`src/rtl/encoder_pkg.sv`:
```
// Shared constants and phase helpers for the carriage encoder front end.
package encoder_pkg;

  localparam int DEF_FILTER_LEN = 4;
  localparam int DEF_WINDOW     = 5120;
  localparam int DEF_CNT_W      = 16;

  // Phase is {A, B}; forward travel walks 00 -> 10 -> 11 -> 01 -> 00.
  typedef logic [1:0] phase_t;

  localparam phase_t PH_00 = 2'b00;
  localparam phase_t PH_10 = 2'b10;
  localparam phase_t PH_11 = 2'b11;
  localparam phase_t PH_01 = 2'b01;

  function automatic logic [1:0] phase_idx(input phase_t ph);
    case (ph)
      PH_00:   return 2'd0;
      PH_10:   return 2'd1;
      PH_11:   return 2'd2;
      default: return 2'd3;
    endcase
  endfunction

  function automatic logic is_forward(input phase_t prev, input phase_t cur);
    return phase_idx(cur) == (phase_idx(prev) + 2'd1);
  endfunction

endpackage

```
`src/rtl/encoder_line_counter_if.sv`:
```
// Link between the encoder front end and the printer-head controller.
// StepPulse and RateValid are single-cycle qualifiers with no back-pressure:
// the controller must sample LineRate in the cycle RateValid is high.
interface encoder_line_counter_if
  import encoder_pkg::*;
#(
  parameter int CNT_W = DEF_CNT_W
);
  logic             CountClear;
  logic [CNT_W-1:0] LineCounter;
  logic             Direction;
  logic             StepPulse;
  logic             PhaseError;
  logic [CNT_W-1:0] LineRate;
  logic             RateValid;

  modport master (
    input  CountClear,
    output LineCounter, Direction, StepPulse, PhaseError, LineRate, RateValid
  );

  modport slave (
    output CountClear,
    input  LineCounter, Direction, StepPulse, PhaseError, LineRate, RateValid
  );
endinterface

```
`src/rtl/enc_glitch_filter.sv`:
```
// One encoder channel: two-flop synchroniser followed by a persistence filter
// that only accepts a level after FILTER_LEN consecutive differing cycles.
module enc_glitch_filter
  import encoder_pkg::*;
#(
  parameter int FILTER_LEN = DEF_FILTER_LEN
) (
  input  logic CLK,
  input  logic RST,
  input  logic Din,
  output logic Dout
);

  localparam logic [3:0] CNT_LAST = 4'(FILTER_LEN - 1);

  logic       sync1;
  logic       sync2;
  logic [3:0] cnt;

  always_ff @(posedge CLK) begin
    if (RST) begin
      sync1 <= 1'b0;
      sync2 <= 1'b0;
      cnt   <= 4'd0;
      Dout  <= 1'b0;
    end else begin
      sync1 <= Din;
      sync2 <= sync1;
      if (sync2 == Dout) begin
        cnt <= 4'd0;
      end else if (cnt == CNT_LAST) begin
        // This cycle is the FILTER_LEN-th consecutive disagreement.
        Dout <= sync2;
        cnt  <= 4'd0;
      end else begin
        cnt <= cnt + 4'd1;
      end
    end
  end

endmodule

```
`src/rtl/encoder_line_counter.sv`:
```
// Quadrature decode, saturating line counter and lines-per-window rate meter
// feeding the printer-head controller.
module encoder_line_counter
  import encoder_pkg::*;
#(
  parameter int FILTER_LEN = DEF_FILTER_LEN,
  parameter int WINDOW     = DEF_WINDOW,
  parameter int CNT_W      = DEF_CNT_W
) (
  input  logic                  CLK,
  input  logic                  RST,
  input  logic                  EncA,
  input  logic                  EncB,
  encoder_line_counter_if.master ctl
);

  localparam int               WIN_W    = (WINDOW > 1) ? $clog2(WINDOW) : 1;
  localparam logic [WIN_W-1:0] WIN_LAST = WIN_W'(WINDOW - 1);
  localparam logic [CNT_W-1:0] CNT_MAX  = '1;

  logic             filt_a;
  logic             filt_b;
  phase_t           cur_ph;
  phase_t           prev_ph;
  phase_t           ph_diff;
  logic             step;
  logic             dbl;

  logic [CNT_W-1:0] line_cnt;
  logic             direction;
  logic             step_pulse;
  logic             phase_err;
  logic [WIN_W-1:0] win_cnt;
  logic [CNT_W-1:0] acc;
  logic [CNT_W-1:0] acc_sum;
  logic [CNT_W-1:0] line_rate;
  logic             rate_valid;

  enc_glitch_filter #(.FILTER_LEN(FILTER_LEN)) u_filt_a (
    .CLK(CLK), .RST(RST), .Din(EncA), .Dout(filt_a)
  );

  enc_glitch_filter #(.FILTER_LEN(FILTER_LEN)) u_filt_b (
    .CLK(CLK), .RST(RST), .Din(EncB), .Dout(filt_b)
  );

  assign cur_ph  = {filt_a, filt_b};
  assign ph_diff = cur_ph ^ prev_ph;
  assign step    = ^ph_diff;
  assign dbl     = &ph_diff;

  // Distance is unsigned: both directions advance the counter.
  always_ff @(posedge CLK) begin
    if (RST) begin
      prev_ph    <= PH_00;
      step_pulse <= 1'b0;
      direction  <= 1'b0;
      line_cnt   <= '0;
      phase_err  <= 1'b0;
    end else begin
      prev_ph    <= cur_ph;
      step_pulse <= step;
      if (step) direction <= is_forward(prev_ph, cur_ph);
      if (ctl.CountClear)                   line_cnt <= '0;
      else if (step && line_cnt != CNT_MAX) line_cnt <= line_cnt + CNT_W'(1);
      if (ctl.CountClear) phase_err <= 1'b0;
      else if (dbl)       phase_err <= 1'b1;
    end
  end

  // The terminal cycle's own step is folded into the published rate.
  assign acc_sum = (acc == CNT_MAX) ? CNT_MAX : acc + CNT_W'(step_pulse);

  always_ff @(posedge CLK) begin
    if (RST) begin
      win_cnt    <= '0;
      acc        <= '0;
      line_rate  <= '0;
      rate_valid <= 1'b0;
    end else begin
      rate_valid <= (win_cnt == WIN_LAST);
      if (win_cnt == WIN_LAST) begin
        win_cnt   <= '0;
        acc       <= '0;
        line_rate <= acc_sum;
      end else begin
        win_cnt <= win_cnt + WIN_W'(1);
        acc     <= acc_sum;
      end
    end
  end

  assign ctl.LineCounter = line_cnt;
  assign ctl.Direction   = direction;
  assign ctl.StepPulse   = step_pulse;
  assign ctl.PhaseError  = phase_err;
  assign ctl.LineRate    = line_rate;
  assign ctl.RateValid   = rate_valid;

endmodule

```
`src/flat_wrapper.sv`:
```
// flat-port wrapper written by rule: the top's interface ports become plain ports
module encoder_line_counter_flat import encoder_pkg::*;
#(
  parameter int FILTER_LEN = DEF_FILTER_LEN,
  parameter int WINDOW     = DEF_WINDOW,
  parameter int CNT_W      = DEF_CNT_W
)
  (CLK, RST, EncA, EncB, ctl_CountClear, ctl_LineCounter, ctl_Direction, ctl_StepPulse, ctl_PhaseError, ctl_LineRate, ctl_RateValid);
  encoder_line_counter_if #(.CNT_W(CNT_W)) ctl_i ();
  input  logic CLK;
  input  logic RST;
  input  logic EncA;
  input  logic EncB;
  input wire logic [$bits(ctl_i.CountClear)-1:0] ctl_CountClear;
  output wire logic [$bits(ctl_i.LineCounter)-1:0] ctl_LineCounter;
  output wire logic [$bits(ctl_i.Direction)-1:0] ctl_Direction;
  output wire logic [$bits(ctl_i.StepPulse)-1:0] ctl_StepPulse;
  output wire logic [$bits(ctl_i.PhaseError)-1:0] ctl_PhaseError;
  output wire logic [$bits(ctl_i.LineRate)-1:0] ctl_LineRate;
  output wire logic [$bits(ctl_i.RateValid)-1:0] ctl_RateValid;
  assign ctl_i.CountClear = ctl_CountClear;
  assign ctl_LineCounter = ctl_i.LineCounter;
  assign ctl_Direction = ctl_i.Direction;
  assign ctl_StepPulse = ctl_i.StepPulse;
  assign ctl_PhaseError = ctl_i.PhaseError;
  assign ctl_LineRate = ctl_i.LineRate;
  assign ctl_RateValid = ctl_i.RateValid;
  encoder_line_counter #(.FILTER_LEN(FILTER_LEN), .WINDOW(WINDOW), .CNT_W(CNT_W)) u_core (.CLK(CLK), .RST(RST), .EncA(EncA), .EncB(EncB), .ctl(ctl_i));
endmodule
```
`config.mk`:
```
export PLATFORM = sky130hd
export DESIGN_NAME = encoder_line_counter_flat
export DESIGN_NICKNAME = d
export VERILOG_FILES = /design/src/rtl/encoder_pkg.sv /design/src/rtl/encoder_line_counter_if.sv /design/src/rtl/enc_glitch_filter.sv /design/src/rtl/encoder_line_counter.sv /design/src/flat_wrapper.sv
export SDC_FILE = /design/constraint.sdc
export NUM_CORES = 1
export LEC_CHECK = 0
export ABC_CLOCK_PERIOD_IN_PS = 3000
export CORE_ASPECT_RATIO = 0.7
export CORE_MARGIN = 10
export CORE_UTILIZATION = 55
export DETAILED_ROUTE_END_ITERATION = 10
export GPL_TIMING_DRIVEN = 0
export PLACE_DENSITY = 0.78
export SKIP_CTS_REPAIR_TIMING = 1
export SLEW_MARGIN = 20
export SYNTH_ARGS = -nofsm -noshare
export SYNTH_HDL_FRONTEND = slang
export SYNTH_SLANG_ARGS = --single-unit
```
`constraint.sdc`:
```
create_clock -name CLK -period 3 [get_ports CLK]
set_clock_uncertainty 0.05 [all_clocks]
set_input_delay 0.45 -clock CLK [delete_from_list [all_inputs] [get_ports CLK]]
set_output_delay 0.45 -clock CLK [all_outputs]
set_load 0.01 [all_outputs]
```
==> results of run 1 <==
-- layer usage --
metal / up-vias / track usage / routed length (um)
li1: 1495 / - / -
met1: 1403 / 0.2182 / 3855
met2: 71 / 0.2587 / 3739
met4: 0 / 0.06682 / 92
met3: 9 / 0.05234 / 432
met5: - / 0 / 0
-- power groups by stage --
| stage | Clock [uW] | Combinational [uW] | Sequential (uW) |
|---|---|---|---|
| finish | 854 | 46.1 | 1090 |
| global route | 919 | 52.0 | 1090 |
| CTS | 875 | 46.3 | 1090 |
| detailed placement | 0 | 46.2 | 1110 |
| global placement | 0 | 45.0 | 1110 |
| floorplan | 0 | 30.8 | 1110 |
-- worst register-to-register path: cells and delay by family (launching register included) --
family                   cells  cell delay (ps)
AO/OA/AOI/OAI                2              450
XOR/XNOR                     1              110
adder cells (fa/ha/maj)      1              480
flip-flops                   1              470
AND/OR/NAND/NOR              2              730
-- final timing paths --
path                                           from                                      end  cells after the start
setup / recovery  u_core.u_filt_b.Dout$_SDFFE_PP0P_  u_core.ctl.LineCounter[15]$_SDFFE_PP0P_                      6
hold / removal     u_core.u_filt_b.sync1$_SDFF_PP0_         u_core.u_filt_b.sync2$_SDFF_PP0_                      1
setup reg to reg  u_core.u_filt_b.Dout$_SDFFE_PP0P_  u_core.ctl.LineCounter[15]$_SDFFE_PP0P_                      6
hold reg to reg    u_core.u_filt_b.sync1$_SDFF_PP0_         u_core.u_filt_b.sync2$_SDFF_PP0_                      1
-- registers in the layout, indices dropped and copies added (netlist names) --
register                flops
u_core.u_filt_a.sync1       1
u_core.u_filt_b.cnt         4
u_core.ctl.PhaseError       1
u_core.u_filt_a.sync2       1
u_core.ctl.LineRate        16
u_core.ctl.Direction        1
u_core.u_filt_b.sync1       1
u_core.prev_ph              2
u_core.win_cnt             13
u_core.u_filt_a.Dout        1
u_core.u_filt_b.sync2       1
u_core.ctl.RateValid        1
u_core.u_filt_a.cnt         4
u_core.ctl.StepPulse        1
u_core.u_filt_b.Dout        1
u_core.acc                 16
u_core.ctl.LineCounter     16
-- logic make-up after synthesis --
group	Yosys count
muxes	6
buffers and inverters	25
adders and majority gates	11
and+or+nand+nor	177
xor gates and xnor gates	26
DFF	81
AOI/OAI and AO/OA	61
-- cells in the mapped netlist (3+ instances only) --
| library cell | instances |
|---|---|
| dfxtp_1 | 81 |
| nor2_1 | 68 |
| nand2_1 | 18 |
| nand3_1 | 16 |
| a21oi_1 | 15 |
| xor2_1 | 15 |
| nand4_1 | 13 |
| inv_1 | 12 |
| ha_1 | 11 |
| or3_1 | 11 |
| xnor2_1 | 11 |
| a211oi_1 | 10 |
| o21ai_0 | 10 |
| nor3_1 | 7 |
| clkbuf_1 | 6 |
| mux2i_1 | 6 |
| nor2b_1 | 6 |
| nor4_1 | 6 |
| a311oi_1 | 4 |
| a31oi_1 | 4 |
| and4_1 | 4 |
| nand3b_1 | 4 |
| and3_1 | 3 |
| buf_2 | 3 |
| buf_6 | 3 |
| nand2b_1 | 3 |
| o311ai_0 | 3 |
| o41ai_1 | 3 |
| or4_1 | 3 |
-- area by class of cell --
| type | instances | area, um2 |
|---|---|---|
| fillers | 520 | 1982 |
| inverters | 12 | 45.04 |
| multi-input cells | 281 | 1823 |
| well taps | 78 | 97.59 |
| flip-flops and latches | 81 | 1622 |
| repair buffers | 39 | 390.4 |
| plain buffers | 13 | 76.32 |
| clock inverters | 3 | 65.06 |
| clock buffers | 12 | 145.1 |
-- through the flow --
stage                     instances  utilization  area, um2  worst slack [ps]
after floorplan                 387            -       3566             819.8
after global placement          504       0.6490       4054             616.6
after detailed placement        504       0.6490       4054             598.8
after CTS                       519       0.6827       4264             571.3
after global routing            519       0.6827       4264             304.3
final                           519       0.6827       4264             571.6
==> results.py, run 1 <==
metrics = {
    "yosys": {
        "synth_edf_count": 0,
        "synth_top_family_by_area": "simple AND/OR/NAND/NOR gates",
        "synthCells": 387,
        "synth.area.top_cells": "dfxtp_1 45%, nor2_1 7.2%, ha_1 3.9%, xor2_1 3.7%, xnor2_1 2.7%",
        "syn_area_um2": 3566,
        "ys_ff_latch": 81,
        "synth_area_leader_cell": "dfxtp_1",
        "syn-num-nets": 403,
        "synth_seq_area_share": 0.4547,
        "synth_compound_area_frac": 0.1260,
        "async_flop_share": 0,
        "yosysTopAreaCellShare": 0.4547,
        "ys.flop_type": "dfxtp_1",
        "synth_cell_types": 49,
        "synth_simple_gate_area_frac": 0.2660,
        "synthAdderAreaFrac": 0.03860,
        "syn_area_per_cell_um2": 9.214,
        "synth_xor_area_frac": 0.06386,
        "synthMuxAreaShare": 0.01684,
        "ys_warn_count": 0,
    },
    "min_path": {
        "min_path_type": "reg -> reg",
    },
    "sta": {
        "tightest_slew_ps": 672.9,
        "setup_tns_ps": 0,
        "setup_viol": 0,
        "post-route-min-period_ps": 2428,
        "fin_crit_sh": 0.8095,
        "max-slew-margin-rel": 0.5477,
        "rsz0062_at_grt": "no",
        "drv_slew": 0,
        "timing.fmax_ghz": 0.4118,
        "hold_violations": 0,
        "hold_slack_ps": 390.1,
    },
    "final_layout": {
        "final_common_cell": "dfxtp_1",
        "drive_gt1_frac": 0.07937,
        "syn2layout_area_growth_pct": 19.58,
        "finalNetCount": 453,
        "final_cell_mix": "81 x dfxtp_1, 68 x nor2_1, 39 x clkdlybuf4s50_1",
        "diodes": 0,
    },
    "critical_path": {
        "critPathTopFamily": "simple AND/OR/NAND/NOR gates",
        "cp_slowest_stage_delay_ps": 570,
        "cp_num_buf_inv": 0,
        "endpoint_kind": "flip-flop",
        "r2r_slack_ps": 570,
        "worstPathCellList": "xor2_1, ha_1, nand3_2, or4_4, o311ai_0, o41ai_1",
        "cp-start-kind": "flip-flop",
        "arrival_ps": 2600,
        "worstPathMaxFanout": 8,
        "crit_required_ps": 3170,
        "slowest_stage": "or4_4",
        "crit_type": "reg -> reg",
    },
    "global_routing": {
        "overflow": 0,
        "grt_pass1_wl_mm": 13.74,
        "antenna_found_initial": 0,
        "grt_max_degree": 13,
        "track_usage": 0.1695,
        "grt_pass1_vias": 2811,
    },
    "job": {
        "drv_cap": 0,
    },
    "placement": {
        "dp_hpwl_mm": 5.862,
        "portBuffers": 39,
        "routabilityCongestion": 0.8573,
    },
    "floorplan": {
        "coreArea_um2": 6246,
        "die_w_um": 116.2,
        "rows": 24,
        "io-pin-count": 41,
        "chipHeight_um": 87.37,
        "start_util": 0.5709,
        "die-area_um2": 10160,
    },
    "clock_tree": {
        "clkLatencyLatePin_ps": 350,
        "cts_made_buffers": 9,
        "clk_path_buf_depth": 2,
        "cts_tree": "built",
        "h-tree-depth": 3,
        "cts.sinks": 81,
        "clkTransAtPathRegs_ps": 80,
        "root_buffer": "clkbuf_8",
    },
    "pwr": {
        "p_per_area_nw_per_um2": 465.7,
        "power_frac_clock": 0.430,
        "ir_worst_vdd_v": 0.0002453,
        "switching_share": 0.2016,
        "p_comb_frac": 0.023,
        "leakage_uw": 0.001463,
        "p_int_uw": 1585,
        "pwr-share-seq": 0.547,
        "total_power_uw": 1986,
        "switchingPower_uw": 400.3,
    },
    "drt": {
        "drc": 0,
        "wire_per_inst_um": 15.64,
        "first_pass_iters": 5,
        "drt-total-wl_mm": 8.119,
        "vias_per_cell": 5.738,
        "routed-via-count": 2978,
        "antenna_left": 0,
        "dr.first_iter.drc_count": 150,
    },
    "status": {
        "outcome": "finished, final reports clean",
    },
}
Power figures use the tool's default switching activity.
==> inputs of run 2 (changes only) <==
--- a/config.mk
+++ b/config.mk
@@ -5,13 +5,13 @@
 export SDC_FILE = /design/constraint.sdc
 export NUM_CORES = 1
 export LEC_CHECK = 0
-export ABC_CLOCK_PERIOD_IN_PS = 3000
+export ABC_CLOCK_PERIOD_IN_PS = 2020
 export CORE_ASPECT_RATIO = 0.7
 export CORE_MARGIN = 10
-export CORE_UTILIZATION = 55
+export CORE_UTILIZATION = 50
 export DETAILED_ROUTE_END_ITERATION = 10
 export GPL_TIMING_DRIVEN = 0
-export PLACE_DENSITY = 0.78
+export PLACE_DENSITY = 0.75
 export SKIP_CTS_REPAIR_TIMING = 1
 export SLEW_MARGIN = 20
 export SYNTH_ARGS = -nofsm -noshare
==> constraint.sdc (replaced) <==
create_clock -name CLK -period 2.02 [get_ports CLK]
set_clock_uncertainty 0.05 [all_clocks]
set_input_delay 0.303 -clock CLK [delete_from_list [all_inputs] [get_ports CLK]]
set_output_delay 0.303 -clock CLK [all_outputs]
set_load 0.01 [all_outputs]
==> run 2 against run 1 <==
  * The flow now finishes with violations (setup timing)
  * Combinational power rose by 61%
  * Cell count rose by 6.2%
  * Critical path depth did not move
  * Flip-flop and latch count did not move
  * Total power rose by 57%
  * First-iteration DRC count rose by 35%
  * Register-to-register slack got worse by 700 ps
  * Utilization fell by 1.4 points
  * Critical path type unchanged
  * Largest cell class unchanged
==> results.py, run 2 (synthesized netlist as in run 1, its figures left out) <==
metrics = {
    "status": {
        "outcome": "finished, violations left",
        "failed_checks": "setup timing",
    },
    "floorplan": {
        "die-area_um2": 10960,
        "rows": 25,
        "start_util": 0.5205,
        "die_w_um": 120.9,
        "chipHeight_um": 90.66,
        "io-pin-count": 41,
        "coreArea_um2": 6850,
    },
    "drt": {
        "vias_per_cell": 5.554,
        "drt-total-wl_mm": 8.755,
        "wire_per_inst_um": 15.89,
        "routed-via-count": 3060,
        "dr.first_iter.drc_count": 203,
        "drc": 0,
        "first_pass_iters": 5,
        "antenna_left": 0,
    },
    "clock_tree": {
        "cts_made_buffers": 9,
        "clkLatencyLatePin_ps": 360,
        "clk_path_buf_depth": 2,
        "h-tree-depth": 3,
        "root_buffer": "clkbuf_8",
        "cts.sinks": 81,
        "cts_tree": "built",
        "clkTransAtPathRegs_ps": 80,
    },
    "final_layout": {
        "finalNetCount": 468,
        "diodes": 0,
        "utilization": 0.6689,
        "final_common_cell": "dfxtp_1",
        "drive_gt1_frac": 0.1575,
        "syn2layout_area_growth_pct": 28.49,
        "final_cell_mix": "76 x dfxtp_1, 68 x nor2_1, 39 x clkdlybuf4s50_1",
        "instances_no_fill": 551,
        "fillers": 519,
    },
    "pwr": {
        "ir_worst_vdd_v": 0.0005164,
        "p_per_area_nw_per_um2": 682.2,
        "leakage_uw": 0.001582,
    },
    "sta": {
        "hold_violations": 0,
        "rsz0062_at_grt": "yes",
        "setup_ws_ps": -129.7,
        "drv_slew": 0,
        "setup_viol": 3,
        "fin_crit_sh": 1.064,
        "timing.fmax_ghz": 0.4652,
        "max-slew-margin-rel": 0.5981,
        "post-route-min-period_ps": 2150,
        "hold_slack_ps": 391.8,
        "tightest_slew_ps": 600.6,
    },
    "critical_path": {
        "crit_type": "reg -> reg",
        "endpoint_kind": "flip-flop",
        "crit_required_ps": 2260,
        "arrival_ps": 2390,
        "cp-start-kind": "flip-flop",
        "worstPathMaxFanout": 7,
    },
    "global_routing": {
        "grt_max_degree": 14,
        "use_met2": 0.2301,
        "track_usage": 0.1553,
        "top_usage_layer": "met2",
        "antenna_found_initial": 0,
        "use_met1": 0.2067,
        "grt_pass1_vias": 2846,
        "grt_use_met3": 0.04934,
        "overflow": 0,
        "grt_pass1_wl_mm": 13.99,
    },
    "placement": {
        "dp_hpwl_mm": 6.106,
        "routabilityCongestion": 0.8166,
        "portBuffers": 39,
        "dp.cells": 520,
    },
    "job": {
        "drv_cap": 0,
    },
    "min_path": {
        "min_path_type": "reg -> reg",
    },
}
run 2: changes by cell type in the layout (fill, tap and decap cells not counted), moves of 3 or more:
cell / delta
dfxtp_1: -5
nor4_1: -3
ha_1: -4
buf_4: +14
dfxtp_2: +4
ha_2: +3
buf_8: +3
run 2: where the power goes:
group / internal [uW] / leakage, uW / switching [uW]
Sequential: 1600 / 0.000657 / 7.95
Combinational: 29.9 / 0.000806 / 44.2
Clock: 853 / 0.000120 / 587
Total: 2490 / 0.00158 / 639
run 2: area by class of cell:
| cell class | instances | area [um2] | share of cell area |
|---|---|---|---|
| buffer | 13 | 97.59 | 0.02130 |
| clock buffer | 11 | 141.4 | 0.03086 |
| multi-input combinational | 281 | 1932 | 0.4216 |
| inverter | 12 | 45.04 | 0.009831 |
| tap | 94 | 117.6 | 0.02567 |
| sequential | 81 | 1630 | 0.3558 |
| timing repair buffer | 54 | 515.5 | 0.1125 |
| clock inverter | 5 | 102.6 | 0.02239 |
run 2: worst max-delay path, stage by stage (launching register included):
cell     delay, ps
dfxtp_4        370
xor2_2         190
ha_4           330
nand3_4         90
or4_4          570
or3_1          320
a21oi_1        150
run 2: worst paths after layout:
| path | start | end | slack (ps) | cells after the start |
|---|---|---|---|---|
| setup / recovery | u_core.u_filt_b.Dout$_SDFFE_PP0P_ | u_core.ctl.LineCounter[11]$_SDFFE_PP0P_ | -130 | 6 |
| hold / removal | u_core.u_filt_a.sync1$_SDFF_PP0_ | u_core.u_filt_a.sync2$_SDFF_PP0_ | 390 | 1 |
| setup reg to reg | u_core.u_filt_b.Dout$_SDFFE_PP0P_ | u_core.ctl.LineCounter[11]$_SDFFE_PP0P_ | -130 | 6 |
| hold reg to reg | u_core.u_filt_a.sync1$_SDFF_PP0_ | u_core.u_filt_a.sync2$_SDFF_PP0_ | 390 | 1 |
run 2: metal layers:
| layer | vias up | routed length (um) | share of wire |
|---|---|---|---|
| li1 | 1522 | - | - |
| met1 | 1451 | 4097 | 0.47 |
| met2 | 76 | 4029 | 0.46 |
| met3 | 11 | 541 | 0.062 |
| met4 | 0 | 87 | 0.0099 |
| met5 | - | 0 | 0 |
run 2: through the flow:
stage	instance area, um2	worst slack (ps)	TNS [ps]	total power [uW]
floorplan	3570	-16.29	-16.29	1694
detailed placement	4078	-249.0	-2860	1719
finish	4582	-129.7	-255.7	3126
global route	4582	-204.1	-563.3	3241
CTS	4322	-266.6	-3286	3146
global placement	4078	-153.2	-1425	1716
==> RTL edit 1 (flow settings as in run 1) <==
Set the package constant `DEF_WINDOW` to 20480 (it was 5120).
--- a/src/rtl/encoder_pkg.sv
+++ b/src/rtl/encoder_pkg.sv
@@ -4,3 +4,3 @@
   localparam int DEF_FILTER_LEN = 4;
-  localparam int DEF_WINDOW     = 5120;
+  localparam int DEF_WINDOW     = 20480;
   localparam int DEF_CNT_W      = 16;
Behaviour: no difference found for any inputs over 10 cycles, from zero or initial values and one cycle with RST high; that may be too few to reach the edited logic, so the function may still have changed.
==> RTL edit 1 against run 1 <==
  * Routed wire length down 13%
  * Via count down 9.8%
  * Count of clock-buffer cells in the layout down 3
  * Sequential cell count up 2
  * Worst setup slack worse by 120 ps
  * Critical endpoint is now u_core.ctl.LineCounter[14]
  * Critical path type unchanged
  * Sequential share of layout area up 2.2 points
  * Global-route usage down 2.0 points
  * Critical path depth up 1
  * Power down 5.8%
  * Final area down 3.1%
  * Synthesized cell count down 3.4%
  * Area after synthesis down 2.9%
  * Combinational power down 16%
==> RTL edit 1: results (changes against run 1) <==
[placed_design]
port_buffers = 40  ; +2.6%
dpl.hpwl_mm = 5.23  ; -11%
place_ws_ps = 462  ; -136 ps
gp_congestion = 0.811  ; -5.4%

[clock_network]
clockRootBuffer = clkbuf_8
clockBufferDepth = 2  ; unchanged
cts_buffers = 9  ; unchanged
clkLatencyLatePin_ps = 340

[power]
power_frac_seq_pct = 59.5  ; +4.8 points
pwr.group.combinational_mw = 0.0389  ; -16%
p_sw_mw = 0.382  ; -4.5%
leakage_nw = 1.48  ; +1.1%
ir_worst_vdd_mv = 0.334  ; +36%

[worst_setup_path]
worstPathMaxFanout = 7  ; -1
reg2reg_to = u_core.ctl.LineCounter[14]
rr_startpoint = u_core.u_filt_b.Dout
start_kind = register
r2r_cells = 7  ; +1
r2r_slack_ps = 450  ; -120 ps
arrival_ps = 2750  ; +150 ps

[cells_and_area]
layout-drive-gt1-share_pct = 7.03  ; -0.91 points
antenna_cells = 0  ; unchanged
fin_nets = 441  ; -2.6%

[global_route]
first_global_vias = 2634  ; -6.3%
grtUsageTotal_pct = 14.9  ; -2.0 points
grt_max_degree = 13  ; unchanged
grt_pass1_wl_mm = 12.2  ; -11%

[drt]
drt-met1-wl_mm = 3.30  ; -14%
routed-wl-met3_um = 305  ; -29%
drtIter0Drc = 153  ; +2.0%
wirelength_mm = 7.05  ; -13%
met2_length_mm = 3.42  ; -8.5%
drtPass1Iterations = 4  ; -1
vias = 2687  ; -9.8%
highest_layer = met4

[timing]
hold_violations = 0  ; unchanged
tightest_slew_ps = 684  ; +10.9 ps
fmaxAchievable_mhz = 393  ; -4.6%
setup_tns_ps = 0  ; unchanged

[logic_synthesis]
ys_types = 40  ; -18%
yosysSeqAreaShare_pct = 48.0  ; +2.5 points
synth.area.top_cells = dfxtp_1 48%, nor2_1 8.5%, xor2_1 5.3%
yosysWarnings = 0  ; unchanged
synth_commonest_cells = 83 x dfxtp_1, 78 x nor2_1, 21 x nand3_1, 21 x xor2_1, 18 x xnor2_1
synthArstFlopShare_pct = 0  ; unchanged
syn-num-nets = 390  ; -3.2%

[worst_hold_path]
min-delay-start = u_core.u_filt_b.sync1
hold_path_class = register to register

[run_status]
status = finished clean

## RTL edit 1: cell count changes after synthesis, sizes merged, moves of 5 or more
cell	change
xor2	+6
nor4	-5
nand4	-8
xnor2	+7
nand3	+5
nor2	+10
and3	+5
o2bb2ai	+17
a21oi	-11
or3	-8
a211oi	-10
nor3	+5
## RTL edit 1: per-layer routing
layer  vias to the layer above  GRT usage [%]
met5                         -              0
met4                         0           5.04
met3                         2           4.90
met2                        45           24.4
met1                      1254           18.1
li1                       1386              -
## RTL edit 1: final cells by class
cell class / instances / area, µm²
flip-flops and latches: 83 / 1660
inverters: 10 / 37.5
repair buffers: 40 / 400
clock inverters: 4 / 45.0
clock buffers: 9 / 124
fillers: 494 / 2030
multi-input cells: 269 / 1700
plain buffers: 12 / 66.3
well taps: 78 / 97.6
## RTL edit 1: through the flow
stage                     cells  hold slack (ps)  instance area [µm²]  total power [mW]
after floorplan             374              364                 3460              1.16
after global placement      492              368                 3960              1.18
after detailed placement    492              378                 3960              1.18
after CTS                   505              393                 4130              1.89
after global routing        505              402                 4130              1.94
final                       505              389                 4130              1.87
## RTL edit 1: cell families (layout without fill, tap and decap cells)
family / count (synthesis) / count (layout) / synth area share (%)
AOI/OAI and AO/OA: 37 / 37 / 8.60
xor gates and xnor gates: 39 / 39 / 9.86
adders and majority gates: 11 / 11 / 3.97
buffers and inverters: 22 / 75 / 3.00
DFF: 83 / 83 / 48.0
muxes: 5 / 5 / 1.45
and+or+nand+nor: 177 / 177 / 25.1
## RTL edit 1: critical path, stage by stage, from the launching register on
cell	delay, ps
dfxtp_1	380
xor2_1	190
ha_1	430
nand2_1	120
or2_0	330
nor3_1	530
a31oi_1	180
a311oi_1	250
==> RTL edit 2 (config.mk and constraints of run 1) <==
Made on the original files. Add an input register stage for `EncA` and `EncB`; this delays them by one clock. The other inputs are not delayed to match.
--- a/src/rtl/encoder_line_counter.sv
+++ b/src/rtl/encoder_line_counter.sv
@@ -20,2 +20,10 @@
 
+  logic EncA_q;
+  logic EncB_q;
+
+  always_ff @(posedge CLK) begin
+    EncA_q <= EncA;
+    EncB_q <= EncB;
+  end
+
   logic             filt_a;
@@ -39,3 +47,3 @@
   enc_glitch_filter #(.FILTER_LEN(FILTER_LEN)) u_filt_a (
-    .CLK(CLK), .RST(RST), .Din(EncA), .Dout(filt_a)
+    .CLK(CLK), .RST(RST), .Din(EncA_q), .Dout(filt_a)
   );
@@ -43,3 +51,3 @@
   enc_glitch_filter #(.FILTER_LEN(FILTER_LEN)) u_filt_b (
-    .CLK(CLK), .RST(RST), .Din(EncB), .Dout(filt_b)
+    .CLK(CLK), .RST(RST), .Din(EncB_q), .Dout(filt_b)
   );
Formal check against the unedited RTL: not equivalent (Yosys sat finds a counterexample within 10 cycles, from zero or initial values and one cycle with RST high).
==> RTL edit 2 against run 1 <==
  * Area after synthesis decreased by 4.0%
  * Power shrank 3.7%
  * Critical path depth rose by 1
  * Largest cell class unchanged
  * Routed wire length fell by 13%
  * Sequential cell count rose by 2
  * Final area is 4.0% lower
  * Worst setup slack better by 290 ps
  * Clock power down 11%
==> RTL edit 2: results (changes against run 1) <==
[run_status]
status = finished clean

[worst_hold_path]
hold_path_class = register to register

[logic_synthesis]
synth_commonest_cells = 83 x dfxtp_1, 73 x nor2_1, 33 x nand2_1
synthArstFlopShare_pct = 0  ; unchanged
syn-num-nets = 396  ; -1.7%
avgSynthCellArea_um2 = 9.01  ; -2.3%
synthFlopType = dfxtp_1
yosysSeqAreaShare_pct = 48.6  ; +3.1 points
yosysWarnings = 0  ; unchanged
synth.area.top_cells = dfxtp_1 49%, nor2_1 8.0%, xor2_1 5.4%
ys_types = 38  ; -22%

[power]
leakage_nw = 1.55  ; +5.7%
ir_worst_vdd_mv = 0.382  ; +56%

[cells_and_area]
fin_nets = 446  ; -1.5%
fin_cells = 510  ; -1.7%
antenna_cells = 0  ; unchanged
layout-drive-gt1-share_pct = 5.29  ; -2.6 points

[clock_network]
h-tree-depth = 3  ; unchanged
clkLatencyLatePin_ps = 340
clockRootBuffer = clkbuf_8
cts.clk_slew.worst_paths_ps = 80  ; about the same
cts_buffers = 9  ; unchanged

[drt]
highest_layer = met4
vias = 2703  ; -9.2%
drt-met1-wl_mm = 3.54  ; -8.3%
drtPass1Iterations = 4  ; -1
routed-wl-met3_um = 489  ; +13%
met2_length_mm = 3.05  ; -18%
wirelength_mm = 7.10  ; -13%
drtIter0Drc = 139  ; -7.3%

[timing]
fin_crit_sh_pct = 71.4  ; -9.6 points
hold_ws_ps = 388  ; -2.26 ps
slew_headroom_pct = 60.6  ; +5.9 points

[global_route]
grt_pass1_wl_mm = 12.3  ; -11%
grt_max_degree = 14  ; +1
antenna_found_initial = 0  ; unchanged
first_global_vias = 2592  ; -7.8%
grtUsageTotal_pct = 15.0  ; -1.9 points

[worst_setup_path]
arrival_ps = 2310  ; -290 ps
slowest_delay_ps = 460  ; -110 ps
worstPathMaxFanout = 10  ; +2
r2r_slack_ps = 860  ; +290 ps
cp_slowest_cell = dfxtp_1
cp_top_family = flip-flops

[placed_design]
dpl.cell_count = 494  ; -2.0%
dpl.hpwl_mm = 5.27  ; -10%
gp_congestion = 0.859  ; +0.22%
dpl_cell_area_um2 = 3910  ; -3.6%
place_ws_ps = 881  ; +283 ps
port_buffers = 39  ; unchanged

==> RTL edit 2: final cells by class <==
class,count,area (µm²)
Buffer,9,50.0
Clock buffer,12,135
Clock inverter,4,51.3
Fill cell,473,1780
Inverter,8,30.0
Multi-Input combinational cell,280,1680
Sequential cell,83,1660
Tap cell,75,93.8
Timing Repair Buffer,39,390
==> RTL edit 2: worst paths after layout <==
path,startpoint,end,cells after the start
worst max-delay path,u_core.u_filt_b.Dout,u_core.ctl.LineCounter[6],7
worst min register to register,u_core.u_filt_a.sync1,u_core.u_filt_a.sync2,1
worst max register to register,u_core.u_filt_b.Dout,u_core.ctl.LineCounter[6],7
worst min-delay path,u_core.u_filt_a.sync1,u_core.u_filt_a.sync2,1
==> RTL edit 2: logic make-up (layout without fill, tap and decap cells) <==
kind of cell | Yosys count | in the layout | synth area share (%)
buffers and inverters | 17 | 72 | 2.34
AND/OR/NAND/NOR | 184 | 184 | 26.6
AO/OA/AOI/OAI | 40 | 40 | 6.73
flip-flops | 83 | 83 | 48.6
XOR/XNOR | 38 | 38 | 9.73
multiplexers | 7 | 7 | 2.05
adder cells (fa/ha/maj) | 11 | 11 | 4.02
==> RTL edit 2: report_power, final <==
group | internal [mW] | total [mW] | switching [mW] | leakage [nW]
registers | 1.11 | 1.11 | 0.00499 | 0.671
logic | 0.0139 | 0.0361 | 0.0222 | 0.785
clock network | 0.386 | 0.763 | 0.377 | 0.0906
==> RTL edit 2: routing by layer <==
metal / global-route usage (%) / vias to the layer above
li1: - / 1397
met1: 19.5 / 1247
met2: 22.4 / 57
met3: 6.47 / 2
met4: 3.75 / 0
met5: 0 / -
